### config.mk
export PLATFORM = sky130hd
export DESIGN_NAME = branch_predictor
export DESIGN_NICKNAME = d
export VERILOG_FILES = /design/src/rtl/branch_predictor.sv
export SDC_FILE = /design/constraint.sdc
export NUM_CORES = 1
export LEC_CHECK = 0
export ABC_AREA = 1
export CAP_MARGIN = 25
export CORE_MARGIN = 4
export CORE_UTILIZATION = 60
export DETAILED_ROUTE_END_ITERATION = 8
export PLACE_DENSITY_LB_ADDON = 0.3
export SETUP_SLACK_MARGIN = 0.02
export SLEW_MARGIN = 20
export SYNTH_ARGS = -nofsm -noshare
export SYNTH_HDL_FRONTEND = slang
export SYNTH_SLANG_ARGS = --single-unit
### constraint.sdc
create_clock -name clk -period 5 [get_ports clk]
set_clock_uncertainty 0.1 [all_clocks]
set_input_delay 1 -clock clk [delete_from_list [all_inputs] [get_ports clk]]
set_output_delay 1 -clock clk [all_outputs]
set_load 0.01 [all_outputs]
### src/rtl/branch_predictor.sv
// branch_predictor: direct-mapped BTB + saturating-counter BHT with a same-cycle IF lookup and registered EX redirect.
// Ports: clk/reset (sync, active-high); fetch_pc -> pred_hit/pred_taken/pred_target (combinational lookup);
// upd_* from EX (resolved control flow) -> redirect/redirect_pc (registered one-cycle flush request).
// Optional BP_STATS_EN adds stat_branches/stat_mispredicts saturating 32-bit counters.
module branch_predictor #(
  parameter int PC_W    = 9,
  parameter int ENTRIES = 16,
  parameter int CNT_W   = 2
) (
  input  logic            clk,
  input  logic            reset,
  input  logic [PC_W-1:0] fetch_pc,
  output logic            pred_hit,
  output logic            pred_taken,
  output logic [31:0]     pred_target,
  input  logic            upd_valid,
  input  logic [PC_W-1:0] upd_pc,
  input  logic            upd_is_jump,
  input  logic            upd_taken,
  input  logic [31:0]     upd_target,
  input  logic            upd_pred_taken,
  input  logic [31:0]     upd_pred_target,
  output logic            redirect,
  output logic [31:0]     redirect_pc
`ifdef BP_STATS_EN
  ,
  output logic [31:0]     stat_branches,
  output logic [31:0]     stat_mispredicts
`endif
);
  localparam int IDX_W = $clog2(ENTRIES);
  localparam int TAG_W = PC_W - IDX_W - 2;
  localparam logic [CNT_W-1:0] CNT_WNT = CNT_W'((1 << (CNT_W - 1)) - 1);
  localparam logic [CNT_W-1:0] CNT_WT  = CNT_W'(1 << (CNT_W - 1));
  logic             r_valid  [ENTRIES];
  logic [TAG_W-1:0] r_tag    [ENTRIES];
  logic [31:0]      r_target [ENTRIES];
  logic [CNT_W-1:0] r_cnt    [ENTRIES];
  logic             r_jump   [ENTRIES];
  logic [IDX_W-1:0] w_fidx, w_uidx;
  logic [TAG_W-1:0] w_ftag, w_utag;
  logic [CNT_W-1:0] w_ucnt, w_cnt_next;
  logic             w_uhit, w_mis;
  assign w_fidx = fetch_pc[IDX_W+1:2];
  assign w_ftag = fetch_pc[PC_W-1:IDX_W+2];
  assign w_uidx = upd_pc[IDX_W+1:2];
  assign w_utag = upd_pc[PC_W-1:IDX_W+2];
  assign pred_hit    = r_valid[w_fidx] & (r_tag[w_fidx] == w_ftag);
  assign pred_taken  = pred_hit & (r_jump[w_fidx] | r_cnt[w_fidx][CNT_W-1]);
  assign pred_target = pred_taken ? r_target[w_fidx] : 32'(fetch_pc) + 32'd4;
  assign w_uhit = r_valid[w_uidx] & (r_tag[w_uidx] == w_utag);
  assign w_ucnt = r_cnt[w_uidx];
  assign w_cnt_next = upd_taken ? ((w_ucnt == '1) ? w_ucnt : w_ucnt + CNT_W'(1))
                                : ((w_ucnt == '0) ? w_ucnt : w_ucnt - CNT_W'(1));
  assign w_mis = upd_valid & ((upd_taken != upd_pred_taken) |
                              (upd_taken & upd_pred_taken & (upd_target != upd_pred_target)));
  always_ff @(posedge clk) begin
    if (reset) begin
      for (int i = 0; i < ENTRIES; i++) begin
        r_valid[i] <= 1'b0;
        r_cnt[i]   <= CNT_WNT;
        r_jump[i]  <= 1'b0;
      end
      redirect    <= 1'b0;
      redirect_pc <= '0;
    end else begin
      redirect    <= w_mis;
      redirect_pc <= upd_taken ? upd_target : 32'(upd_pc) + 32'd4;
      if (upd_valid) begin
        if (w_uhit && upd_is_jump) begin
          r_target[w_uidx] <= upd_target;
          r_jump[w_uidx]   <= 1'b1;
          r_cnt[w_uidx]    <= '1;
        end else if (w_uhit) begin
          r_cnt[w_uidx] <= w_cnt_next;
          if (upd_taken) r_target[w_uidx] <= upd_target;
        end else if (upd_taken) begin
          r_valid[w_uidx]  <= 1'b1;
          r_tag[w_uidx]    <= w_utag;
          r_target[w_uidx] <= upd_target;
          r_jump[w_uidx]   <= upd_is_jump;
          r_cnt[w_uidx]    <= upd_is_jump ? '1 : CNT_WT;
        end
      end
    end
  end
`ifdef BP_STATS_EN
  always_ff @(posedge clk) begin
    if (reset) begin
      stat_branches    <= '0;
      stat_mispredicts <= '0;
    end else begin
      if (upd_valid && stat_branches != '1) stat_branches <= stat_branches + 32'd1;
      if (w_mis && stat_mispredicts != '1) stat_mispredicts <= stat_mispredicts + 32'd1;
    end
  end
`endif
endmodule

Yosys cells after proc, flatten, opt, wreduce, memory -nomap -nowiden:

Memory sizes are Yosys's and may differ from the RTL's.
Index checks and enable logic that the tools add are counted.

* register bits: 33
* memory bits (writable): 624
* bits of input ports: 88
* output and inout bits: 67
* word-level logic and storage cells: 76
* memories kept: 5

Memories
* r_target: depth 16, bits a word 32, rd ports 1, clocked after Yosys merged registers in 0, write ports 1, line 37 `logic [31:0] r_target [ENTRIES];`
* r_tag: depth 16, bits a word 3, rd ports 2, clocked after Yosys merged registers in 0, write ports 1, line 36 `logic [TAG_W-1:0] r_tag [ENTRIES];`
* r_cnt: depth 16, bits a word 2, rd ports 2, clocked after Yosys merged registers in 0, write ports 16, line 38 `logic [CNT_W-1:0] r_cnt [ENTRIES];`
* r_jump: depth 16, bits a word 1, rd ports 1, clocked after Yosys merged registers in 0, write ports 16, line 39 `logic r_jump [ENTRIES];`
* r_valid: depth 16, bits a word 1, rd ports 2, clocked after Yosys merged registers in 0, write ports 16, line 35 `logic r_valid [ENTRIES];`

* add/subtract/negate cells: 4
* equal/unequal tests: 5
* mux-type cells: 42
* bitwise gates (word level): 13
* reduce and logical (&&, ||, !) cells: 5

Operator list (count)
* 32-bit two-way mux: 4
* 32-bit inequality test: 1
* 1-bit two-way mux: 29
* 9-bit by 3-bit adder with 10-bit output, second input constant: 2
* 2-bit two-way mux: 6
* 4-bit two-way mux: 3
* 1-bit OR: 7
* 1-bit bitwise AND: 6
* 3-bit == test: 2
* 2-bit by 1-bit adder with 2-bit output, second input constant: 1
* 2-bit == test, second input constant: 1
* 2-bit logical NOT: 1
* 1-bit OR reduction: 2
* 2-bit OR reduction: 1
* 2-bit by 1-bit subtractor with 2-bit output, second input constant: 1
* 1-bit logical AND: 1
* 1-bit inequality test: 1

Depth between registers and ports, before layout:

Gate-level depths: netlist of run 1.
An unclocked memory read counts as a cell.

* depth after elaboration: 12
* mapped depth: 19

Worst setup path before layout of run 1:

Ideal clock, no wire load.

* path type: input-to-reg
* start point: input upd_pc[2]
* end point: memory r_target[7][0] (enable)
* setup time: 0.432 ns
* arrival: 3.910 ns
* required time: 4.468 ns
* setup slack: 0.558 ns
* stages on the path: 14
* path buffers: 3
* cells stage by stage: buf_6 > inv_6 > buf_6 > nand2_1 > nand3_1 > nand2_1 > nand2_1 > nand2_1 > o21ai_1 > nand2_1 > nor2_4 > nand3_4 > clkbuf_1 > a21oi_1

* cells in the longest elaborated chain, start to end: 10
* elaborated cells on any way between the ends: 21
* those cells by class: eq/ne (1); mux (14); bitwise (3); reduce/logical (1); memory (2)

RTL lines
* start: declaration: line 17 `input logic [PC_W-1:0] upd_pc,`
* memory read 16 x 3 bit
* 3-bit == test: line 51 `assign w_uhit = r_valid[w_uidx] & (r_tag[w_uidx] == w_utag);`
* 1-bit bitwise AND: line 51
* 1-bit two-way mux or 1-bit logical AND (tied branches): line 74, 70
* 1-bit two-way mux: line 70 `if (w_uhit && upd_is_jump) begin`
* 1-bit two-way mux: line 69 `if (upd_valid) begin`
* 1-bit two-way mux: line 58 `if (reset) begin`
* 1-bit two-way mux, on equally long branches: line 76, 71
* 1-bit OR (no source line) (2 in a row)
* end: declaration: line 37

Parallel ways exist; a longest one is shown, timed or not.

Worst setup path in the final report of run 1:

* start point: input fetch_pc[2]
* end point: output pred_target[24]

* cells in the longest elaborated chain, start to end: 5
* elaborated cells on any way between the ends: 10
* those cells by class: eq/ne (1); mux (1); bitwise (3); memory (5)

RTL lines
* start: declaration: line 12 `input logic [PC_W-1:0] fetch_pc,`
* memory read 16 x 3 bit
* 3-bit == test: line 48 `assign pred_hit = r_valid[w_fidx] & (r_tag[w_fidx] == w_ftag);`
* 1-bit bitwise AND: line 48
* 1-bit bitwise AND: line 49 `assign pred_taken = pred_hit & (r_jump[w_fidx] | r_cnt[w_fidx][CNT_W-1]);`
* 32-bit two-way mux (*): line 50 `assign pred_target = pred_taken ? r_target[w_fidx] : 32'(fetch_pc) + 32'd4;`
* end: declaration: line 15 `output logic [31:0] pred_target,`

Mark *: on every way between the ends. The rest lies on a longest branch, timed or not.

==> summary.txt, run 1 <==
Status
  – Status: finished, final reports clean

Yosys
  – Sequential share of the synthesized area: 69.0%
  – Synth warn: 0
  – Simple-gate area share of the yosys netlist: about an eighth
  – Ranking of synthesized cells by area: edfxtp_1 (65%), nand2_1 (7.5%), a21oi_1 (3.9%)
  – Main combinational cell family by area after synthesis: simple AND/OR/NAND/NOR gates
  – Post-synthesis xor/xnor area fraction: 0.942%
  – Proportion of synthesized area in mux cells: 0%
  – Mapped Area: 27900 um^2
  – Average cell area after synthesis: ~11 um^2
  – Top-area cell type share of the netlist area: about 65%
  – Cell variety after synth: 39
  – Syn Inst Count: ~2500
  – Seq cells post-synth: roughly 660
  – Synth Area in Adders: less than 1%
  – Synth area leader: edfxtp_1
  – Synth Area in Compound Gates: roughly 12%
  – Net Count, Synth: ~2600

Finish
  – Share of cells above drive strength 1: about 8.3%
  – Util after Layout: a little under three quarters
  – Commonest non-fill, non-tap cell in the layout: edfxtp_1
  – # fillers: 3063
  – Final Net Count: approximately 2700
  – Post-route cell area: roughly 33000 um^2
  – Final cell count without fillers: 3275
  – Inserted Diodes: 0
  – Most frequent cells in the layout: edfxtp_1 (608), nand2_1 (558), nor2_1 (239)
  – Area Growth Syn to Fin: 17.6%

Clock tree
  – Worst skew pair latency: just under 600 ps
  – Clock tree from TritonCTS: done
  – Clock Sinks: approximately 660
  – H-tree Lvls: 3
  – CTS Buf Count: between 60 and 70
  – Post_cts resized: 1
  – Worst-path clk slew: around 60 ps
  – CTS max path bufs: 3
  – Root Buffer: clkbuf_16
  – Postcts setup bufs: 0
  – # hold bufs at CTS: 0

Worst setup path
  – Crit end category: primary output
  – CP max stage cell: clkdlybuf4s50_1
  – Max FO, Critical Path: between 70 and 80
  – Crit Path Category: in -> out
  – CP max stage delay: 550 ps
  – Worst path cell trace: clkbuf_8 -> inv_8 -> buf_12 -> buf_4 -> a21oi_1 -> o311ai_0 -> o211ai_1 -> nor2_1 -> clkdlybuf4s50_1
  – Critical path arrival: 3710 ps
  – Critical Path RT: roughly 4000 ps
  – CP Launch Type: input pin

Floorplan
  – Core box area: 45700 um^2
  – I/O pin total: approximately 160
  – Die ar.: ~50000 um^2
  – Die span in x: approximately 220 um
  – Core Rows: 78
  – Starting Density: 61.1%
  – Die height: ~220 um

Power
  – Peak supply drop: between 0.0002 and 0.0003 V
  – Static Leak: about 12 nW
  – Pwr Density: 364 nW/um^2

STA
  – Tightest Pin Transition: 875 ps
  – Final Setup Violations: 0
  – Max Transition Viols Final: 0
  – Final period util: between 90% and 100%
  – Setup TNS: 0 ps
  – Minimum clock period: 4810 ps
  – Final hold violation count: 0
  – RSZ-0062 raised after global routing: no
  – Worst slew margin: 41.1%
  – F_max: 208 MHz

Routing
  – Routed WL: between 80000 and 90000 um
  – Vias per inst: 6.31
  – Post-route DRC: 0
  – WL/cell: around 24 um
  – Starting DRT DRC Count: about 2700
  – 1st-pass router iterations: 6
  – ANT nets after route: 0
  – Total number of vias: 20700

Global route
  – Largest net degree at the start of global routing: about 110
  – First-pass GRT wire length: 121000 um
  – GRT Util Overall: 31.5%
  – Grt total ovfl: 0
  – Via count of the first global-routing pass: 20400
  – Initial antenna violation count: 0

Placement
  – HPWL Detailed: between 40000 and 50000 um
  – I/O Buffers: between 150 and 200
  – Placed Cells: 3157
  – DP Area: between 30000 and 40000 um^2
  – RD Place Congestion: between 0.9 and 1

Job
  – MaxCap Viol Count: 0

Hold path
  – HP Class: reg -> reg
state kept, by name, summed over array words and instances, names as in the netlist:
signal	flops
r_target	512
redirect_pc	32
r_valid	16
r_cnt	32
r_tag	48
redirect	1
r_jump	16
worst paths after layout:
check	startpoint	to	slack [ps]	depth (start not counted)
max	fetch_pc[2]	pred_target[24]	190	9
min reg2reg	r_valid[4]	r_valid[4]	410	2
min	r_valid[4]	r_valid[4]	410	2
max reg2reg	r_tag[11][1]	r_target[15][21]	2270	13
metrics by stage:
step	hold slack, ps	worst slack (ps)	total power [mW]
after global routing	435	48.3	12.3
final	409	188	11.9
after detailed placement	381	69.9	7.12
after floorplan	345	558	6.68
after CTS	399	72.4	11.9
after global placement	359	161	7.10
area by class of cell:
type                    count  area (um^2)  share of cell area (%)
flip-flops and latches    657        19200                    58.6
multi-input cells        1528         7590                    23.1
repair buffers            243         2580                    7.87
clock buffers              94         1880                    5.74
well taps                 600          751                    2.29
inverters                 129          504                    1.54
clock inverters            24          255                   0.778
cell usage after synthesis:
library cell  number
a21oi_1          220
a22oi_1           44
a31oi_1            1
a32o_1            24
buf_1             13
buf_2             50
buf_4              4
buf_6             12
clkbuf_1          79
clkbuf_2           1
dfxtp_1           49
edfxtp_1         608
ha_1               6
inv_1            122
inv_2              5
inv_4              1
inv_6              1
nand2_1          558
nand2_2            3
nand2_4            2
nand3_1           82
nand3_4            1
nand4_1           18
nor2_1           240
nor2_2             1
nor2_4             2
nor3_1             6
nor4_1             4
o2111ai_1          2
o211ai_1          30
o21ai_0          158
o21ai_1           10
o221ai_1          16
o22ai_1           40
o311ai_0          22
o31ai_1            3
or2_2              5
xnor2_1           25
xor2_1             5
critical path, delay by kind of cell:
kind                   cells  cell delay (ps)
AO/OA/AOI/OAI              3              800
AND/OR/NAND/NOR            1              160
buffers and inverters      5             1700
where the power goes:
group / switching [mW] / leakage, nW / internal [mW] / total, mW
combinational: 0.645 / 4.68 / 0.330 / 0.975
sequential: 0.0149 / 5.88 / 6.05 / 6.06
clock: 2.05 / 1.05 / 2.85 / 4.90
cell families after synthesis:
kind of cell / Yosys count
AND/OR/NAND/NOR: 922
adder cells (fa/ha/maj): 6
XOR/XNOR: 30
flip-flops: 657
AO/OA/AOI/OAI: 570
buffers and inverters: 288
routing by layer:
| layer | GRT usage (%) | wire length (um) | vias up |
|---|---|---|---|
| met5 | 0 | 0 | - |
| met4 | 12.7 | 3000 | 0 |
| met3 | 7.25 | 8980 | 227 |
| met2 | 50.9 | 38600 | 1362 |
| met1 | 42.0 | 29500 | 9988 |
| li1 | - | - | 9104 |
Note: power is estimated with default switching activity, not from simulation.
==> run 2: changes to the inputs <==
- CELL_PAD_IN_SITES_DETAIL_PLACEMENT: default -> 0
- CELL_PAD_IN_SITES_GLOBAL_PLACEMENT: default -> 2
- CORE_UTILIZATION: 60 -> 40
==> summary.txt, run 2 (synthesis gave the netlist of run 1 again) <==
Status
  – Status: finished, final reports clean

Floorplan
  – Die height: 272 um (+22%)
  – Die ar.: 74000 um^2 (+48%)
  – Die span in x: 272 um (+22%)
  – I/O pin total: 155 (unchanged)
  – Starting Density: 40.5% (-21 points)
  – Core Rows: 96 (+23%)
  – Core box area: 68800 um^2 (+51%)

Finish
  – Final Net Count: 2746 (+0.96%)
  – Largest Register: r_target
  – Post-route cell area: 33500 um^2 (+2.0%)
  – Top Registers: r_target x512, r_tag x48
  – Share of cells above drive strength 1: 9.13% (+0.79 points)
  – Final cell count without fillers: 3639 (+11%)
  – Area Growth Syn to Fin: 20.0%
  – Util after Layout: 48.6% (-23 points)
  – Most frequent cells in the layout: edfxtp_1 (608), nand2_1 (558), nor2_1 (238)
  – Max FFs per register: 512 (unchanged)
  – Commonest non-fill, non-tap cell in the layout: edfxtp_1

STA
  – Setup TNS: 0 ps (unchanged)
  – Minimum clock period: 4770 ps (-47.4 ps)
  – Final period util: 95.3% (-0.95 points)
  – Tightest Pin Transition: 921 ps (+46.2 ps)
  – Max Transition Viols Final: 0 (unchanged)
  – Final hold violation count: 0 (unchanged)
  – Worst slew margin: 38.4% (-2.7 points)
  – Setup WS post-layout: 235 ps (+47.4 ps)
  – F_max: 210 MHz (+0.99%)
  – RSZ-0062 raised after global routing: no
  – Final Setup Violations: 0 (unchanged)

Routing
  – Starting DRT DRC Count: 1875 (-31%)
  – Met1 Wirelength: 37100 um (+26%)
  – WL met2: 41100 um (+6.5%)
  – Vias per inst: 5.43 (-14%)
  – WL/cell: 23.7 um (-3.1%)
  – Total number of vias: 19800 (-4.5%)
  – Top layer used by detailed routing: met4
  – Routed WL: 86300 um (+7.7%)
  – ANT nets after route: 0 (unchanged)
  – Post-route DRC: 0 (unchanged)
  – Met3 wire length: 5570 um (-38%)
  – 1st-pass router iterations: 6 (unchanged)

Worst setup path
  – CP Launch Type: input pin
  – R2R setup slack: 2280 ps (about the same)
  – Max FO, Critical Path: 10 (-87%)
  – Critical Path RT: 3900 ps (about the same)
  – Critical path arrival: 3670 ps (-40 ps)
  – Crit end category: primary output
  – Crit Path Category: in -> out

Placement
  – HPWL Detailed: 53700 um (+15%)
  – Placed Cells: 3508 (+11%)
  – Pre-CTS setup slack: 231 ps (+161 ps)
  – RD Place Congestion: 0.858 (-8.1%)
  – I/O Buffers: 154 (unchanged)
  – DP Area: 31300 um^2 (+2.1%)

Power
  – Sw frac: 23.0% (+0.31 points)
  – Switch Pwr: 2.77 mW (+2.3%)
  – Comb power frac: 8.3% (about the same)
  – Static Leak: 11.7 nW (+1.2%)
  – Clk pwr share: 41.4% (+0.4 points)
  – Peak supply drop: 0.000208 V (-19%)
  – Flop pwr share: 50.3% (-0.5 points)
  – Pwr Density: 360 nW/um^2 (-1.1%)
  – P_int: 9.27 mW (+0.52%)

Clock tree
  – Clock tree from TritonCTS: done
  – Clock Sinks: 657 (unchanged)
  – Root Buffer: clkbuf_16
  – H-tree Lvls: 3 (unchanged)
  – Worst-path clk slew: 50 ps (about the same)
  – CTS max path bufs: 3 (unchanged)
  – # hold bufs at CTS: 0 (unchanged)
  – CTS Buf Count: 73 (+9.0%)
  – Worst skew pair latency: 600 ps (about the same)

Global route
  – Initial antenna violation count: 4 (+4)
  – First-pass GRT wire length: 126000 um (+4.9%)
  – Largest net degree at the start of global routing: 105 (-3.7%)
  – Via count of the first global-routing pass: 19200 (-6.2%)
  – Grt total ovfl: 0 (unchanged)
  – GRT Util Overall: 22.9% (-8.6 points)

Job
  – MaxCap Viol Count: 0 (unchanged)

Hold path
  – HP Class: reg -> reg
-- run 2: changes by cell type in the layout (fill, tap and decap cells not counted), sizes merged --
cell | previous run | this run
dlymetal6s2s | 2 | 0
bufinv | 4 | 3
clkdlybuf4s50 | 149 | 151
diode | 0 | 2
buf | 91 | 112
clkinv | 19 | 29
clkbuf | 95 | 96
-- run 2: final timing paths --
path / start / to / cells past startpoint
worst max-delay path: fetch_pc[5] / pred_target[2] / 10
worst min-delay path: r_valid[11] / r_valid[11] / 2
worst max register to register: r_valid[8] / r_target[3][21] / 12
worst min register to register: r_valid[11] / r_valid[11] / 2
-- run 2: power groups by stage --
stage	logic [mW]	registers (mW)	clock network (mW)
after floorplan	0.496	6.18	0
after global routing	1.09	6.06	5.34
after CTS	1.01	6.06	5.08
after detailed placement	1.00	6.18	0
after global placement	0.995	6.18	0
final	1.00	6.06	4.98
-- run 2: area by class of cell --
class                   instances  area [um^2]
well taps                     931         1160
repair buffers                263         2780
clock inverters                33          246
flip-flops and latches        657        19200
inverters                     129          502
clock buffers                  96         1940
diodes                          2         5.00
fillers                      6182        35300
multi-input cells            1528         7600
-- run 2: timing repair --
action                     CTS  global route
setup buffers                0             0
resized for setup            0             1
setup endpoints to repair    0             2
-- run 2: layer usage --
layer,GRT usage (%),vias to the layer above
met1,31.1,9806
met3,4.19,128
met4,7.67,0
li1,-,9178
met5,0,-
met2,37.4,641
-- run 2: worst max-delay path, cell delays in order --
cell	delay (ps)
clkdlybuf4s50_1	670
inv_2	90
buf_4	190
nor2_1	160
o31ai_1	120
o31ai_2	160
buf_4	300
nand4_1	270
nand2_1	150
clkdlybuf4s50_1	550
-- run 2: metrics by stage --
step	hold slack [ps]	total power [mW]
5_1_grt	402	12.5
3_3_place_gp	365	7.17
6_report	389	12.0
3_5_place_dp	369	7.18
2_1_floorplan	345	6.68
4_1_cts	383	12.1
